--- src/rtl/rf_param_if.sv ---
// Bundle of the register-file control, write, read and scoreboard signals.
// The slave side is the register file; the master side is the pipeline driving it.
interface rf_param_if #(
  parameter int DATA_W = 32,
  parameter int ADDR_W = 5
);
  logic              clr_req;
  logic              ready;
  logic              we;
  logic [ADDR_W-1:0] write_address;
  logic [DATA_W-1:0] data;
  logic [ADDR_W-1:0] reg_address_1;
  logic [ADDR_W-1:0] reg_address_2;
  logic [DATA_W-1:0] rd1;
  logic [DATA_W-1:0] rd2;
  logic              alloc_en;
  logic [ADDR_W-1:0] alloc_address;
  logic              busy1;
  logic              busy2;

  modport master (
    output clr_req, we, write_address, data, reg_address_1, reg_address_2,
           alloc_en, alloc_address,
    input  ready, rd1, rd2, busy1, busy2
  );

  modport slave (
    input  clr_req, we, write_address, data, reg_address_1, reg_address_2,
           alloc_en, alloc_address,
    output ready, rd1, rd2, busy1, busy2
  );
endinterface

--- src/rtl/rf_param.sv ---
// Parametrised 2-read/1-write register file with a clear sweep after reset or on
// request, an optional hardwired zero register, write bypass and a pending scoreboard.
module rf_param #(
  parameter int DATA_W   = 32,
  parameter int ADDR_W   = 5,
  parameter int ZERO_REG = 1,
  parameter int BYPASS   = 1
) (
  input  logic         clk,
  input  logic         reset,
  rf_param_if.slave    bus
);
  localparam int DEPTH = 2 ** ADDR_W;

  typedef enum logic {
    CLEAR = 1'b0,
    READY = 1'b1
  } state_e;

  state_e            r_state;
  state_e            w_nextState;
  logic [ADDR_W-1:0] r_clrPtr;
  logic [DATA_W-1:0] r_mem [DEPTH];
  logic [DEPTH-1:0]  r_pending;

  logic w_ready;
  logic w_doWrite;
  logic w_doAlloc;
  logic w_wrZero;
  logic w_zero1;
  logic w_zero2;
  logic w_hit1;
  logic w_hit2;

  assign w_ready   = (r_state == READY);
  assign w_wrZero  = (ZERO_REG != 0) && (bus.write_address == '0);
  assign w_doWrite = w_ready && !bus.clr_req && bus.we;
  assign w_doAlloc = w_ready && !bus.clr_req && bus.alloc_en &&
                     !((ZERO_REG != 0) && (bus.alloc_address == '0));

  assign w_zero1 = (ZERO_REG != 0) && (bus.reg_address_1 == '0);
  assign w_zero2 = (ZERO_REG != 0) && (bus.reg_address_2 == '0);
  assign w_hit1  = (BYPASS != 0) && bus.we && (bus.write_address == bus.reg_address_1);
  assign w_hit2  = (BYPASS != 0) && bus.we && (bus.write_address == bus.reg_address_2);

  always_comb begin
    w_nextState = r_state;
    case (r_state)
      CLEAR:   if (&r_clrPtr) w_nextState = READY;
      READY:   if (bus.clr_req) w_nextState = CLEAR;
      default: w_nextState = CLEAR;
    endcase
  end

  // The sweep pointer wraps back to 0 on the last cleared index, ready for the next sweep.
  always_ff @(posedge clk) begin
    if (reset) begin
      r_state   <= CLEAR;
      r_clrPtr  <= '0;
      r_pending <= '0;
    end else begin
      r_state <= w_nextState;
      if (!w_ready) begin
        r_clrPtr <= r_clrPtr + 1'b1;
      end else if (bus.clr_req) begin
        r_clrPtr  <= '0;
        r_pending <= '0;
      end else begin
        if (w_doWrite) r_pending[bus.write_address] <= 1'b0;
        if (w_doAlloc) r_pending[bus.alloc_address] <= 1'b1;
      end
    end
  end

  // The array itself is never reset; only the sweep zeroes it.
  always_ff @(posedge clk) begin
    if (!reset) begin
      if (!w_ready) begin
        r_mem[r_clrPtr] <= '0;
      end else if (w_doWrite && !w_wrZero) begin
        r_mem[bus.write_address] <= bus.data;
      end
    end
  end

  always_comb begin
    bus.ready = w_ready;
    bus.rd1   = '0;
    bus.rd2   = '0;
    if (w_ready && !w_zero1) bus.rd1 = w_hit1 ? bus.data : r_mem[bus.reg_address_1];
    if (w_ready && !w_zero2) bus.rd2 = w_hit2 ? bus.data : r_mem[bus.reg_address_2];
    bus.busy1 = w_ready && !w_zero1 && r_pending[bus.reg_address_1] && !w_hit1;
    bus.busy2 = w_ready && !w_zero2 && r_pending[bus.reg_address_2] && !w_hit2;
  end
endmodule

--- src/flat_wrapper.sv ---
// flat-port wrapper written by rule: the top's interface ports become plain ports
module rf_param_flat 
#(
  parameter int DATA_W   = 32,
  parameter int ADDR_W   = 5,
  parameter int ZERO_REG = 1,
  parameter int BYPASS   = 1
)
  (clk, reset, bus_clr_req, bus_we, bus_write_address, bus_data, bus_reg_address_1, bus_reg_address_2, bus_alloc_en, bus_alloc_address, bus_ready, bus_rd1, bus_rd2, bus_busy1, bus_busy2);
  rf_param_if #(.DATA_W(DATA_W), .ADDR_W(ADDR_W)) bus_i ();
  input  logic clk;
  input  logic reset;
  input wire logic [$bits(bus_i.clr_req)-1:0] bus_clr_req;
  input wire logic [$bits(bus_i.we)-1:0] bus_we;
  input wire logic [$bits(bus_i.write_address)-1:0] bus_write_address;
  input wire logic [$bits(bus_i.data)-1:0] bus_data;
  input wire logic [$bits(bus_i.reg_address_1)-1:0] bus_reg_address_1;
  input wire logic [$bits(bus_i.reg_address_2)-1:0] bus_reg_address_2;
  input wire logic [$bits(bus_i.alloc_en)-1:0] bus_alloc_en;
  input wire logic [$bits(bus_i.alloc_address)-1:0] bus_alloc_address;
  output wire logic [$bits(bus_i.ready)-1:0] bus_ready;
  output wire logic [$bits(bus_i.rd1)-1:0] bus_rd1;
  output wire logic [$bits(bus_i.rd2)-1:0] bus_rd2;
  output wire logic [$bits(bus_i.busy1)-1:0] bus_busy1;
  output wire logic [$bits(bus_i.busy2)-1:0] bus_busy2;
  assign bus_i.clr_req = bus_clr_req;
  assign bus_i.we = bus_we;
  assign bus_i.write_address = bus_write_address;
  assign bus_i.data = bus_data;
  assign bus_i.reg_address_1 = bus_reg_address_1;
  assign bus_i.reg_address_2 = bus_reg_address_2;
  assign bus_i.alloc_en = bus_alloc_en;
  assign bus_i.alloc_address = bus_alloc_address;
  assign bus_ready = bus_i.ready;
  assign bus_rd1 = bus_i.rd1;
  assign bus_rd2 = bus_i.rd2;
  assign bus_busy1 = bus_i.busy1;
  assign bus_busy2 = bus_i.busy2;
  rf_param #(.DATA_W(DATA_W), .ADDR_W(ADDR_W), .ZERO_REG(ZERO_REG), .BYPASS(BYPASS)) u_core (.clk(clk), .reset(reset), .bus(bus_i));
endmodule
--- config.mk ---
export PLATFORM = sky130hd
export DESIGN_NAME = rf_param_flat
export DESIGN_NICKNAME = d
export VERILOG_FILES = /design/src/rtl/rf_param_if.sv /design/src/rtl/rf_param.sv /design/src/flat_wrapper.sv
export SDC_FILE = /design/constraint.sdc
export NUM_CORES = 1
export LEC_CHECK = 0
export ABC_CLOCK_PERIOD_IN_PS = 16000
export CAP_MARGIN = 20
export CORE_AREA = 2 2 306 308
export CTS_CLUSTER_SIZE = 28
export DETAILED_ROUTE_END_ITERATION = 10
export DIE_AREA = 0 0 308 310
export HOLD_SLACK_MARGIN = 0.03
export PLACE_DENSITY = 0.72
export SLEW_MARGIN = 0
export SYNTH_ARGS = -nofsm -noshare
export SYNTH_HDL_FRONTEND = slang
export SYNTH_SLANG_ARGS = --single-unit
--- constraint.sdc ---
create_clock -name clk -period 16 [get_ports clk]
set_input_delay 4.8 -clock clk [delete_from_list [all_inputs] [get_ports clk]]
set_output_delay 4.8 -clock clk [all_outputs]
set_load 0.01 [all_outputs]
==> impl_metrics.tcl, run 1 <==
set metrics [dict create \
    worst_pin_slew_ps 1150 \
    insertion_delay_ps 700 \
    vias_per_cell 7.57 \
    drc 0 \
    slew_viol_final 0 \
    clockBufferDepth 3 \
    hold_viol_final 0 \
    tritoncts "built" \
    status "complete, no violations" \
    ant_nets 0 \
    totalWireLength_mm 155 \
    grt_max_degree 131 \
    synth_edf_count 1024 \
    path_max_fanout 16 \
    rr_worst_depth 7 \
    critPathKind "in2out" \
    hold_buffers 0 \
    drtPass1Iterations 5 \
    drt-initial-drc-count 4702 \
    period_share_pct 85.4 \
    io_buffer_count 123 \
    die_h_um 310 \
    syn_inst 2690 \
    r2r-end "u_core.r_mem[12][3]" \
    crit_cells 7 \
    critPathLaunchType "primary input" \
    crit_path_end_kind "output pin" \
    critical-path-top-delay-family "simple AND/OR/NAND/NOR gates" \
    grt_pass1_vias 30900 \
    pwr-share-seq_pct 51.4 \
    syn_area_sq_mm 0.0505 \
    cap_violations 0 \
    vias 30900 \
    die-area_sq_mm 0.0955 \
    area_delta_synth_final_pct 12.2 \
    power_density_mw_per_mm2 104 \
    p_int_mw 4.62 \
    skew_ps 25.3 \
    gp_congestion 0.862 \
    nFillCells 6447 \
    slowest_delay_ps 930 \
    clkSlewWorstSetupHoldPaths_ps 60 \
    cp_num_buf_inv 2 \
    synth-seq-cells 1062 \
    wl_per_cell_um 37.9 \
    power_mw 5.90 \
    core-area_sq_mm 0.0925 \
    rsz0062_at_grt "no" \
    fmax_ghz 0.0732 \
    leakagePower_nw 15.3 \
    post-dp-hpwl_mm 86.3 \
    power.switching_mw 1.28 \
    cts-root-buf "clkbuf_16" \
    drive_gt1_share_pct 28.7 \
    synth_warnings 0 \
    switching_share_pct 21.7 \
    grt_pass1_wl_mm 220 \
    post_cts_resized 0 \
    async_reset_ff_share_pct 0 \
    cp.required_ps 11200 \
    r2r-start "u_core.bus.ready" \
    slew_headroom_pct 23.6 \
    ys_seq_area_share_pct 62.5 \
    cts_inserted_buffers 109 \
    setup_violations 0 \
    ys_types 68 \
    grt_overflow 0 \
    start_util_pct 54.5 \
    peakVddDrop_mv 0.0934 \
    die_w_um 308 \
    r2r_slack_ps 11090 \
    startpoint "bus_reg_address_1[3]" \
    cts_setup_buffers 0 \
    cp_common_cell "clkdlybuf4s50_1" \
    cp_slowest_cell "clkdlybuf4s50_1" \
    fp-row-count 112 \
    final_nets 2847 \
    antenna_found_initial 5 \
    syn-num-nets 2749 \
    clkPwrFrac_pct 43.0 \
    io_pins 124 \
    crit_chain "clkdlybuf4s50_1 -> and2_1 -> nand2b_1 -> o22ai_1 -> a211oi_1 -> a22o_1 -> clkdlybuf4s50_1" \
    synth_area_per_cell_sq_um 18.8 \
    tns_ps 0 \
    fin_crit_ps 13660 \
    combinationalPowerShare_pct 5.6 \
    grt_use_total_pct 32.7 \
    synth_top_flop_cell "edfxtp_1" \
    cts.htree.levels 3 \
    crit_arrival_ps 8860 \
    crit_end "bus_rd1[17]" \
    hold_path_class "reg2reg" \
    clock_sinks 1062 \
]
## synthesized netlist by cell type, drive strengths merged (10+ instances only)
library cell | number | share of area (%)
edfxtp | 1024 | 61
mux4 | 504 | 22
buf | 152 | 2.0
mux2i | 149 | 3.0
o22ai | 99 | 1.2
nor2 | 87 | 0.65
o21ai | 82 | 0.81
a21oi | 71 | 0.70
clkbuf | 61 | 0.45
a22o | 46 | 0.80
nand2 | 46 | 0.34
a211oi | 43 | 0.64
dfxtp | 38 | 1.5
and2 | 36 | 0.45
nor2b | 32 | 0.40
mux2 | 27 | 0.60
a221oi | 25 | 0.50
a32o | 19 | 0.38
nor3 | 18 | 0.18
nand2b | 16 | 0.20
nor3b | 10 | 0.17
## tightest hold or removal path, stage by stage, from the launching register on
cell,delay [ps]
dfxtp_1,330
nand2b_1,80
a221oi_1,40
## power by group through the flow
| stage | Clock [mW] | Combinational, mW | Sequential [mW] |
|---|---|---|---|
| after floorplan | 0 | 0.221 | 3.09 |
| after global placement | 0 | 0.326 | 3.09 |
| after detailed placement | 0 | 0.330 | 3.09 |
| after CTS | 2.55 | 0.331 | 3.03 |
| after global routing | 2.66 | 0.344 | 3.03 |
| final | 2.54 | 0.333 | 3.03 |
## flip-flops by register name (all words and copies together) (netlist names)
register          count
u_core.bus.ready      1
u_core.r_clrPtr       5
u_core.r_pending     32
u_core.r_mem       1024
## cells by family after synthesis
family                     after synthesis  share of synthesized area, %
DFF                                   1062                          62.5
muxes                                  680                          26.1
AOI/OAI and AO/OA                      425                          5.76
and+or+nand+nor                        290                          3.01
buffers and inverters                  221                          2.49
xor gates and xnor gates                10                         0.174
adders and majority gates                2                        0.0496
## per-layer routing
metal / share of wire (%) / routed length (um) / track usage, % / vias to the layer above
met3: 13 / 19800 / 7.82 / 509
met5: 0.020 / 31 / 0 / -
met2: 47 / 72500 / 51.3 / 2521
met1: 35 / 54000 / 43.5 / 16000
met4: 5.4 / 8280 / 16.2 / 4
li1: - / - / - / 11800
## final cells by class
cell class / instances / area [sq um] / share of cell area, %
sequential: 1062 / 31500 / 55.6
timing repair buffer: 200 / 2080 / 3.67
clock buffer: 143 / 2990 / 5.28
inverter: 8 / 30.0 / 0.0530
tap: 1197 / 1500 / 2.64
clock inverter: 58 / 551 / 0.972
antenna: 3 / 7.51 / 0.0133
multi-input combinational: 1407 / 18000 / 31.7
## layout by cell type, fill, tap and decap left out, drive strengths merged, types with 36 or more instances in the layout
| cell type | synthesis | routed |
|---|---|---|
| dfxtp | 38 | 38 |
| clkbuf | 61 | 148 |
| o21ai | 82 | 82 |
| buf | 152 | 78 |
| a22o | 46 | 46 |
| a21oi | 71 | 71 |
| and2 | 36 | 36 |
| clkdlybuf4s50 | 0 | 117 |
| mux4 | 504 | 504 |
| mux2i | 149 | 149 |
| nand2 | 46 | 46 |
| nor2 | 87 | 87 |
| o22ai | 99 | 99 |
| clkinv | 0 | 40 |
| a211oi | 43 | 43 |
| edfxtp | 1024 | 1024 |
## worst min-delay path by stage
stage	end	start	depth (start not counted)	slack [ps]
final	u_core.r_pending[0]	u_core.r_pending[0]	2	500
after detailed placement	u_core.r_pending[0]	u_core.r_pending[0]	2	480
after CTS	u_core.r_pending[0]	u_core.r_pending[0]	2	500
after floorplan	u_core.r_pending[0]	u_core.r_pending[0]	2	440
after global placement	u_core.r_pending[15]	u_core.r_pending[15]	2	470
after global routing	u_core.r_pending[17]	u_core.r_pending[17]	2	530
## through the flow
stage | cells | hold slack (ps) | setup slack, ps | cell area, sq um | util (%)
after floorplan | 2690 | 444 | 4820 | 50500 | -
after global placement | 3862 | 472 | 2550 | 52800 | 57.1
after detailed placement | 3865 | 482 | 2550 | 52900 | 57.2
after CTS | 4066 | 498 | 2520 | 56400 | 61.0
after global routing | 4075 | 527 | 2400 | 56600 | 61.2
final | 4078 | 496 | 2340 | 56600 | 61.2
Power figures use the tool's default switching activity.
==> run 2: changes to the inputs <==
--- a/config.mk
+++ b/config.mk
@@ -8,7 +8,7 @@
 export ABC_CLOCK_PERIOD_IN_PS = 16000
 export CAP_MARGIN = 20
 export CORE_AREA = 2 2 306 308
-export CTS_CLUSTER_SIZE = 28
+export CTS_CLUSTER_SIZE = 40
 export DETAILED_ROUTE_END_ITERATION = 10
 export DIE_AREA = 0 0 308 310
 export HOLD_SLACK_MARGIN = 0.03
==> results of run 2 <==
No change in the layout: final DEF, timing and power equal those of run 1.
